[src/rtl/rf_sched_pkg.sv]
// Shared constants and state encoding for the RF address scheduler.
package rf_sched_pkg;

  localparam int unsigned IA_ROW     = 32;
  localparam int unsigned HW_W       = $clog2(IA_ROW) + 1;
  localparam int unsigned FILT_COLS  = 3;
  localparam int unsigned S_W        = 2;
  localparam int unsigned W_C_LENGTH = 16;
  localparam int unsigned LEN_W      = $clog2(W_C_LENGTH) + 1;

  typedef enum logic [2:0] {
    S_IDLE,
    S_LAUNCH,
    S_WAIT_AG,
    S_ISSUE,
    S_DONE
  } state_t;

endpackage

[src/rtl/rf_sched_idx_counter.sv]
// Nested (h, w, s) position counter: s fastest, then w, then h.
module rf_sched_idx_counter
  import rf_sched_pkg::*;
#(
  parameter int unsigned HW_W = 6
) (
  input  logic            i_clk,
  input  logic            i_rst_n,
  input  logic            i_clear,
  input  logic            i_advance,
  input  logic [HW_W-1:0] i_h_max,
  input  logic [HW_W-1:0] i_w_max,
  input  logic [S_W-1:0]  i_s_max,
  output logic [HW_W-1:0] o_h,
  output logic [HW_W-1:0] o_w,
  output logic [S_W-1:0]  o_s,
  output logic            o_last
);

  logic [HW_W-1:0] h_max_q, w_max_q;
  logic [S_W-1:0]  s_max_q;

  // Limits are captured on clear so later input changes cannot disturb a pass.
  always_ff @(posedge i_clk or negedge i_rst_n) begin
    if (!i_rst_n) begin
      h_max_q <= '0;
      w_max_q <= '0;
      s_max_q <= '0;
      o_h     <= '0;
      o_w     <= '0;
      o_s     <= '0;
    end else if (i_clear) begin
      h_max_q <= i_h_max;
      w_max_q <= i_w_max;
      s_max_q <= i_s_max;
      o_h     <= '0;
      o_w     <= '0;
      o_s     <= '0;
    end else if (i_advance) begin
      if (o_s == s_max_q) begin
        o_s <= '0;
        if (o_w == w_max_q) begin
          o_w <= '0;
          o_h <= o_h + HW_W'(1);
        end else begin
          o_w <= o_w + HW_W'(1);
        end
      end else begin
        o_s <= o_s + S_W'(1);
      end
    end
  end

  // Final position of the sweep.
  always_comb begin
    o_last = (o_s == s_max_q) && (o_w == w_max_q) && (o_h == h_max_q);
  end

endmodule

[src/rtl/rf_addr_scheduler.sv]
// Sequences the sparse-weight RF address generator over one layer pass
// and offers each resulting RF vector to the PE array.
module rf_addr_scheduler
  import rf_sched_pkg::*;
#(
  parameter  int unsigned IA_ROW    = rf_sched_pkg::IA_ROW,
  parameter  int unsigned FILT_COLS = rf_sched_pkg::FILT_COLS,
  parameter  int unsigned LEN_W     = rf_sched_pkg::LEN_W,
  localparam int unsigned HW_W      = $clog2(IA_ROW) + 1
) (
  input  logic             i_clk,
  input  logic             i_rst_n,
  input  logic             i_start,
  input  logic             i_abort,
  input  logic [HW_W-1:0]  i_h_size,
  input  logic [HW_W-1:0]  i_w_size,
  input  logic [1:0]       i_s_num,
  input  logic [LEN_W-1:0] i_col_len [0:FILT_COLS-1],
  output logic             o_busy,
  output logic             o_done,
  output logic             o_err,
  output logic             o_ag_start,
  output logic [HW_W-1:0]  o_ag_h,
  output logic [HW_W-1:0]  o_ag_w,
  output logic [1:0]       o_ag_s,
  output logic [LEN_W-1:0] o_ag_length,
  input  logic             i_ag_finish,
  output logic             o_issue_valid,
  input  logic             i_issue_ready
);

  state_t           state_q, state_d;
  logic             abort_pend_q, abort_pend_d;
  logic             idx_clear, idx_adv, idx_last, err_set, cfg_ok;
  logic [HW_W-1:0]  h_idx, w_idx;
  logic [S_W-1:0]   s_idx;
  logic [LEN_W-1:0] col_len_q [0:FILT_COLS-1];
  logic [LEN_W-1:0] cur_len;

  assign cfg_ok = (i_h_size != '0) && (i_h_size <= HW_W'(IA_ROW)) &&
                  (i_w_size != '0) && (i_w_size <= HW_W'(IA_ROW)) &&
                  (i_s_num  != '0) && (i_s_num  <= S_W'(FILT_COLS));

  rf_sched_idx_counter #(
    .HW_W (HW_W)
  ) u_idx (
    .i_clk     (i_clk),
    .i_rst_n   (i_rst_n),
    .i_clear   (idx_clear),
    .i_advance (idx_adv),
    .i_h_max   (i_h_size - HW_W'(1)),
    .i_w_max   (i_w_size - HW_W'(1)),
    .i_s_max   (i_s_num - S_W'(1)),
    .o_h       (h_idx),
    .o_w       (w_idx),
    .o_s       (s_idx),
    .o_last    (idx_last)
  );

  // Column nonzero counts are captured on the accepted start.
  always_ff @(posedge i_clk or negedge i_rst_n) begin
    if (!i_rst_n) begin
      for (int unsigned i = 0; i < FILT_COLS; i++) col_len_q[i] <= '0;
    end else if (idx_clear) begin
      for (int unsigned i = 0; i < FILT_COLS; i++) col_len_q[i] <= i_col_len[i];
    end
  end

  // Length of the column currently addressed by s.
  always_comb begin
    cur_len = '0;
    for (int unsigned i = 0; i < FILT_COLS; i++) begin
      if (32'(s_idx) == i) cur_len = col_len_q[i];
    end
  end

  // State register.
  always_ff @(posedge i_clk or negedge i_rst_n) begin
    if (!i_rst_n) begin
      state_q      <= S_IDLE;
      abort_pend_q <= 1'b0;
    end else begin
      state_q      <= state_d;
      abort_pend_q <= abort_pend_d;
    end
  end

  // Next-state and counter control.
  always_comb begin
    state_d      = state_q;
    abort_pend_d = abort_pend_q;
    idx_clear    = 1'b0;
    idx_adv      = 1'b0;
    err_set      = 1'b0;
    unique case (state_q)
      S_IDLE: begin
        abort_pend_d = 1'b0;
        if (i_start) begin
          if (cfg_ok) begin
            state_d   = S_LAUNCH;
            idx_clear = 1'b1;
          end else begin
            state_d = S_DONE;
            err_set = 1'b1;
          end
        end
      end
      S_LAUNCH: begin
        if (i_abort) begin
          state_d = S_IDLE;
        end else if (cur_len == '0) begin
          if (idx_last) state_d = S_DONE;
          else          idx_adv = 1'b1;
        end else begin
          state_d = S_WAIT_AG;
        end
      end
      S_WAIT_AG: begin
        // The generator cannot be stopped: an abort is held until it finishes.
        if (i_ag_finish) begin
          state_d      = (abort_pend_q || i_abort) ? S_IDLE : S_ISSUE;
          abort_pend_d = 1'b0;
        end else if (i_abort) begin
          abort_pend_d = 1'b1;
        end
      end
      S_ISSUE: begin
        if (i_abort) begin
          state_d = S_IDLE;
        end else if (i_issue_ready) begin
          if (idx_last) begin
            state_d = S_DONE;
          end else begin
            state_d = S_LAUNCH;
            idx_adv = 1'b1;
          end
        end
      end
      S_DONE:  state_d = S_IDLE;
      default: state_d = S_IDLE;
    endcase
  end

  // Registered status outputs, decoded from the next state.
  always_ff @(posedge i_clk or negedge i_rst_n) begin
    if (!i_rst_n) begin
      o_busy        <= 1'b0;
      o_done        <= 1'b0;
      o_issue_valid <= 1'b0;
      o_err         <= 1'b0;
    end else begin
      o_busy        <= state_d inside {S_LAUNCH, S_WAIT_AG, S_ISSUE};
      o_done        <= (state_d == S_DONE);
      o_issue_valid <= (state_d == S_ISSUE);
      if (idx_clear)    o_err <= 1'b0;
      else if (err_set) o_err <= 1'b1;
    end
  end

  assign o_ag_start  = (state_q == S_LAUNCH) && (cur_len != '0);
  assign o_ag_h      = h_idx;
  assign o_ag_w      = w_idx;
  assign o_ag_s      = s_idx;
  assign o_ag_length = cur_len;

endmodule

[config.mk]
export PLATFORM = sky130hd
export DESIGN_NAME = rf_addr_scheduler
export DESIGN_NICKNAME = d
export VERILOG_FILES = /design/src/rtl/rf_sched_pkg.sv /design/src/rtl/rf_sched_idx_counter.sv /design/src/rtl/rf_addr_scheduler.sv
export SDC_FILE = /design/constraint.sdc
export NUM_CORES = 1
export LEC_CHECK = 0
export BUFFER_PORTS_ARGS = -buffer_cell sky130_fd_sc_hd__buf_2
export CAP_MARGIN = 20
export CORE_MARGIN = 3
export CORE_UTILIZATION = 55
export DETAILED_ROUTE_END_ITERATION = 16
export PLACE_DENSITY = 0.8
export SLEW_MARGIN = 30
export SYNTH_ARGS = -nofsm -noshare
export SYNTH_HDL_FRONTEND = slang
export SYNTH_SLANG_ARGS = --single-unit
[constraint.sdc]
create_clock -name i_clk -period 4.5 [get_ports i_clk]
set_input_delay 0.675 -clock i_clk [delete_from_list [all_inputs] [get_ports i_clk]]
set_output_delay 0.675 -clock i_clk [all_outputs]
set_load 0.02 [all_outputs]
### Word level (Yosys, flattened, before mapping)

Index checks and enable logic that the tools add are counted.

* register bits after elaboration: 51
* bits in latches: 0
* memory bits (writable): 0
* bits in read-only memories: 0
* output and inout port bits: 24
* logic and storage cells: 104
* memories: 0

* add/sub/neg operators: 6
* $mul: 0
* divide/modulo/power cells: 0
* order comparisons: 3
* eq/ne operators: 13
* shift operators: 0
* multiplexer cells: 42
* bitwise gates (word level): 0
* reductions and logical operators: 25

Operators with widths (number)
* $mux 6: 8
* $mux 3: 9
* $mux 1: 15
* $mux 5: 3
* $add 6x1->6 const B: 2
* $eq 3x2->1 const B: 4
* $eq 6x6->1: 2
* $le 6x6->1 const B: 2
* $pmux 3 s4: 1
* $reduce_bool 2->1: 6
* $reduce_bool 6->1: 2
* $sub 6x1->6 const B: 2
* $logic_and 1x1->1: 8
* $mux 2: 4
* $eq 3x1->1 const B: 2
* $logic_not 5->1: 1
* $reduce_bool 5->1: 1
* $pmux 1 s2: 2
* $reduce_and 2->1: 2
* $eq 3x3->1 const B: 1
* $logic_not 3->1: 1
* $ne 3x3->1 const B: 1
* $reduce_and 3->1: 1
* $reduce_bool 3->1: 1
* other kinds (8): 8

### Longest topological paths before layout

* depth in word-level cells: 11
* depth in mapped cells: 11
* mapped depth without buffers: 10

### Modules after synthesis

Synthesis repeated with hierarchy kept, for this count alone.

* cell total of the unflattened synthesis: 267
* area total of the unflattened synthesis: 2874.0 sq um

Modules (own cells, without submodules)
* rf_sched_idx_counter: instances 1, cells an instance 140, area each 1505.2 sq um, seq. area each 700.7 sq um
* rf_addr_scheduler: instances 1, cells an instance 127, area each 1368.8 sq um, seq. area each 575.6 sq um

### Worst setup path after synthesis

OpenSTA, ideal clock, no wires.

* kind: flip-flop to output port
* start: reg u_idx.o_s[0]
* end: out o_ag_start
* arrival: 2.160 ns
* required time: 3.825 ns
* setup slack: 1.665 ns
* cell stages (with the launch flop): 9
* cells stage by stage: dfrtp_1 inv_1 ha_1 buf_6 nor2b_1 a21oi_1 nor4_4 a21o_4 nor2_1

* word-level cells in the longest chain between the ends: 6

RTL lines
* start, declared: RTL line rf_sched_idx_counter.sv:16 `output logic [S_W-1:0] o_s,`
* start signal, assigned: RTL line rf_sched_idx_counter.sv:49 `o_s <= o_s + S_W'(1);`
* $logic_not 2->1: RTL line rf_addr_scheduler.sv:73 `if (32'(s_idx) == i) cur_len = col_len_q[i];`
* $mux 5 (2 in series): RTL line rf_addr_scheduler.sv:73
* $mux 5 (*): RTL line rf_addr_scheduler.sv:73
* named net o_ag_length[2]: RTL line rf_addr_scheduler.sv:26 `output logic [LEN_W-1:0] o_ag_length,`
* $reduce_bool 5->1 (*): RTL line rf_addr_scheduler.sv:160 `assign o_ag_start = (state_q == S_LAUNCH) && (cur_len != '0);`
* $logic_and 1x1->1 (*): RTL line rf_addr_scheduler.sv:160
* end, declared: RTL line rf_addr_scheduler.sv:22 `output logic o_ag_start,`

Mark *: on every way through the listed nets, which the timed path passes. The rest lies on a longest branch.

### Worst setup path in the final report

* start: in i_h_size[0]
* end: reg u_idx.o_w[5]

* word-level cells in the longest chain between the ends: 11

RTL lines
* start, declared: RTL line rf_addr_scheduler.sv:15 `input logic [HW_W-1:0] i_h_size,`
* $le 6x6->1 / $reduce_bool 6->1 (equally long branches): RTL line rf_addr_scheduler.sv:40 `assign cfg_ok = (i_h_size != '0) && (i_h_size <= HW_W'(IA_ROW)) &&`
* $logic_and 1x1->1 (*) (2 in series): RTL line rf_addr_scheduler.sv:40
* $logic_and 1x1->1 (*) (2 in series): RTL line rf_addr_scheduler.sv:41 `(i_w_size != '0) && (i_w_size <= HW_W'(IA_ROW)) &&`
* $logic_and 1x1->1 (*): RTL line rf_addr_scheduler.sv:42 `(i_s_num != '0) && (i_s_num <= S_W'(FILT_COLS));`
* $mux 1 (*): RTL line rf_addr_scheduler.sv:99 `if (cfg_ok) begin`
* $mux 1 (*): RTL line rf_addr_scheduler.sv:98 `if (i_start) begin`
* $mux 1 (*): RTL line rf_addr_scheduler.sv:95 `unique case (state_q)`
* $reduce_bool 2->1 (no line)
* $reduce_and 2->1 (no line)
* end signal, assigned: RTL line rf_sched_idx_counter.sv:46 `o_w <= o_w + HW_W'(1);`
* end, declared: RTL line rf_sched_idx_counter.sv:15 `output logic [HW_W-1:0] o_w,`

Every way passes the cells marked *; elsewhere a longest branch is shown, timed or not.
A chain may end at the register's enable or synchronous reset.

==> metrics <==
r2r startpoint=u_idx.o_s[1]; Syn Nets=318; prevailing post-synth register cell=dfrtp_1; Die X=78.49 um; clock skew=0.009749 ns; drt via density=5.539; Buf/Inv on CP=3; RD Place Congestion=0.8002; fin crit share=66.85%; Die Area=6161 sq um; total gr overflow=0; Initial Util=58.85%; Hold Slack=0.4488 ns; critical path capture point type=register; clk_lat worst skew=0.31 ns; CP Cell Sequence=buf_2 > inv_1 > ha_1 > nor4b_2 > xnor2_1 > and4b_2 > buf_4 > o21bai_2 > nor2b_1 > o41ai_1 > o41ai_2; delay of the slowest cell on the worst path=0.47 ns; Remaining DRCs=0; Crit-path slowest cell=buf_4; largest net degree at the start of global routing=53; placed cell count=391; final number of setup-violating endpoints=0; total power=1.830 mW; dpl cell area=3213 sq um; dpl ws=1.158 ns; Post-Route WL=5628 um; Final Util=67.24%; Yosys cell types=50; Critical Path RT=4.68 ns; LEAKAGE=1.513 nW; Worst Hold Class=primary input to async pin; synthesized cell area=2890 sq um; clock tree buffer depth=2; peak fanout along the critical path=52; Die Ht=78.49 um; count of final max-slew check failures=0; fin area=3302 sq um; Max Fclk=332.4 MHz; Sink Count=51; Port Buffers=58; CTS tree=done; HPWL Detailed=4192 um; total power density per cell area=554.1 nW/um^2; via count of the first global-routing pass=1957; Antenna Violating Nets Remaining=0; GRT Util Overall=20.02%; VDD IR max=283.1 uV; hold-fix buffers at CTS=0; RSZ-0062 raised after global routing=no; Starting DRT DRC Count=128; setup_tns=0 ns; P&R area growth vs syn=14.24%; post-CTS setup buffer count=0; via count=2210; Placeable Area=4911 sq um; layout cell share with drive strength beyond 1=32.53%; nets@finish=374; top-count cell post-synth=dfrtp_1; CP Launch Type=primary input; synthesized flop and latch total=51; minimum clock period after layout=3.008 ns; Ports=59; Synth area leader=dfrtp_1; Syn Area/Cell=10.51 sq um; Critical Path Start=i_h_size[0]; initial antenna violation count=0; commonest cells in the netlist=dfrtp_1, nor2_1, a21oi_1; worst-margin pin slew=0.6202 ns; Clk pin slew, worst setup/hold paths=0.10 ns; Crit path max-delay family=compound AO/OA/AOI/OAI gates; synth top area cells=dfrtp_1, mux2_2, xnor2_1; fin cells=399; max-cap violations=0; register area share after synthesis=44.16%; Root Buffer=clkbuf_8; crit path DAT=3.18 ns; first-pass GRT wire length=9680 um; Final Hold Viols=0; Synthesis Warnings=0; n_diodes=0; EDFF count, synth=0; Slew HR=58.65%; kind of critical path=primary input to register; TritonCTS Buffers=5; Syn Inst Count=275; Synth top area share=44.16%; ys async rst share=100.0%; TritonRoute pass-1 iters=7; setup slack after layout=1.492 ns; Resize count post-CTS=0; htree depth=2; Cell Rows=25; status=complete, no violations; DR WL/cell=14.11 um
==> cell type report <==
cell class	count	area (sq um)
clock buffers	5	68.82
clock inverters	3	20.02
fillers	406	1609
inverters	13	48.80
multi-input cells	200	1499
flip-flops and latches	51	1276
well taps	67	83.83
repair buffers	60	305.3
==> path summary, 6_finish.rpt <==
path,end,slack (ns),cells past startpoint
setup / recovery,u_idx.o_w[5],1.49,11
hold / removal,col_len_q[3],0.45,2
setup reg to reg,u_idx.o_w[1],1.59,9
hold reg to reg,col_len_q[10],0.51,1
max in group asynchronous,o_err,3.62,2
min in group i_clk,col_len_q[10],0.51,1
==> kinds of logic after synthesis <==
kind of cell             count (synthesis)  synth area share (%)
multiplexers                            19                 7.619
buffers and inverters                   24                 4.026
adder cells (fa/ha/maj)                  8                 3.463
AO/OA/AOI/OAI                           58                 14.55
flip-flops                              51                 44.16
XOR/XNOR                                22                 6.667
AND/OR/NAND/NOR                         93                 19.52
==> report_power, final <==
| part | internal (mW) | switching (mW) |
|---|---|---|
| Sequential | 0.625 | 0.135 |
| Combinational | 0.355 | 0.453 |
| Clock | 0.108 | 0.153 |
| Total | 1.09 | 0.742 |
==> worst register-to-register path: stages (launching register included) <==
cell and delay [ns]:
dfrtp_1 0.47, inv_1 0.09, ha_1 0.31, nand3b_1 0.22
a21oi_1 0.27, nor4_4 0.09, a21o_4 0.24, a21oi_4 0.36
or3_1 0.39, mux2_4 0.34
==> flip-flops by register name (all words and copies together) (netlist names) <==
signal         count
state_q            3
u_idx.s_max_q      2
o_busy             1
col_len_q         15
u_idx.o_w          6
u_idx.h_max_q      6
o_err              1
o_issue_valid      1
u_idx.o_s          2
o_done             1
abort_pend_q       1
u_idx.w_max_q      6
u_idx.o_h          6
==> cells in the final DEF (no fill, tap or decap), types with 4 or more instances in the layout <==
cell type  instances
a21oi_1           24
a21oi_2            4
buf_2             58
clkbuf_8           5
dfrtp_1           51
ha_1               8
inv_1             13
mux2_2            16
nand2_1           12
nand2b_1           4
nand3_1            4
nand3b_1           5
nor2_1            34
nor2b_1            6
nor3_1             4
o21ai_0            4
o31ai_1            6
o41ai_1            5
xnor2_1           16
xor2_1             6
==> per-layer routing <==
metal  vias up  track usage (%)  share of wire [%]
li1       1085                -                  -
met1      1039            28.69                 47
met2        76            29.88                 45
met3        10            3.670                5.8
met4         0            8.217                2.0
met5         -                0                  0
No activity file was read; power rests on OpenSTA's default activity.
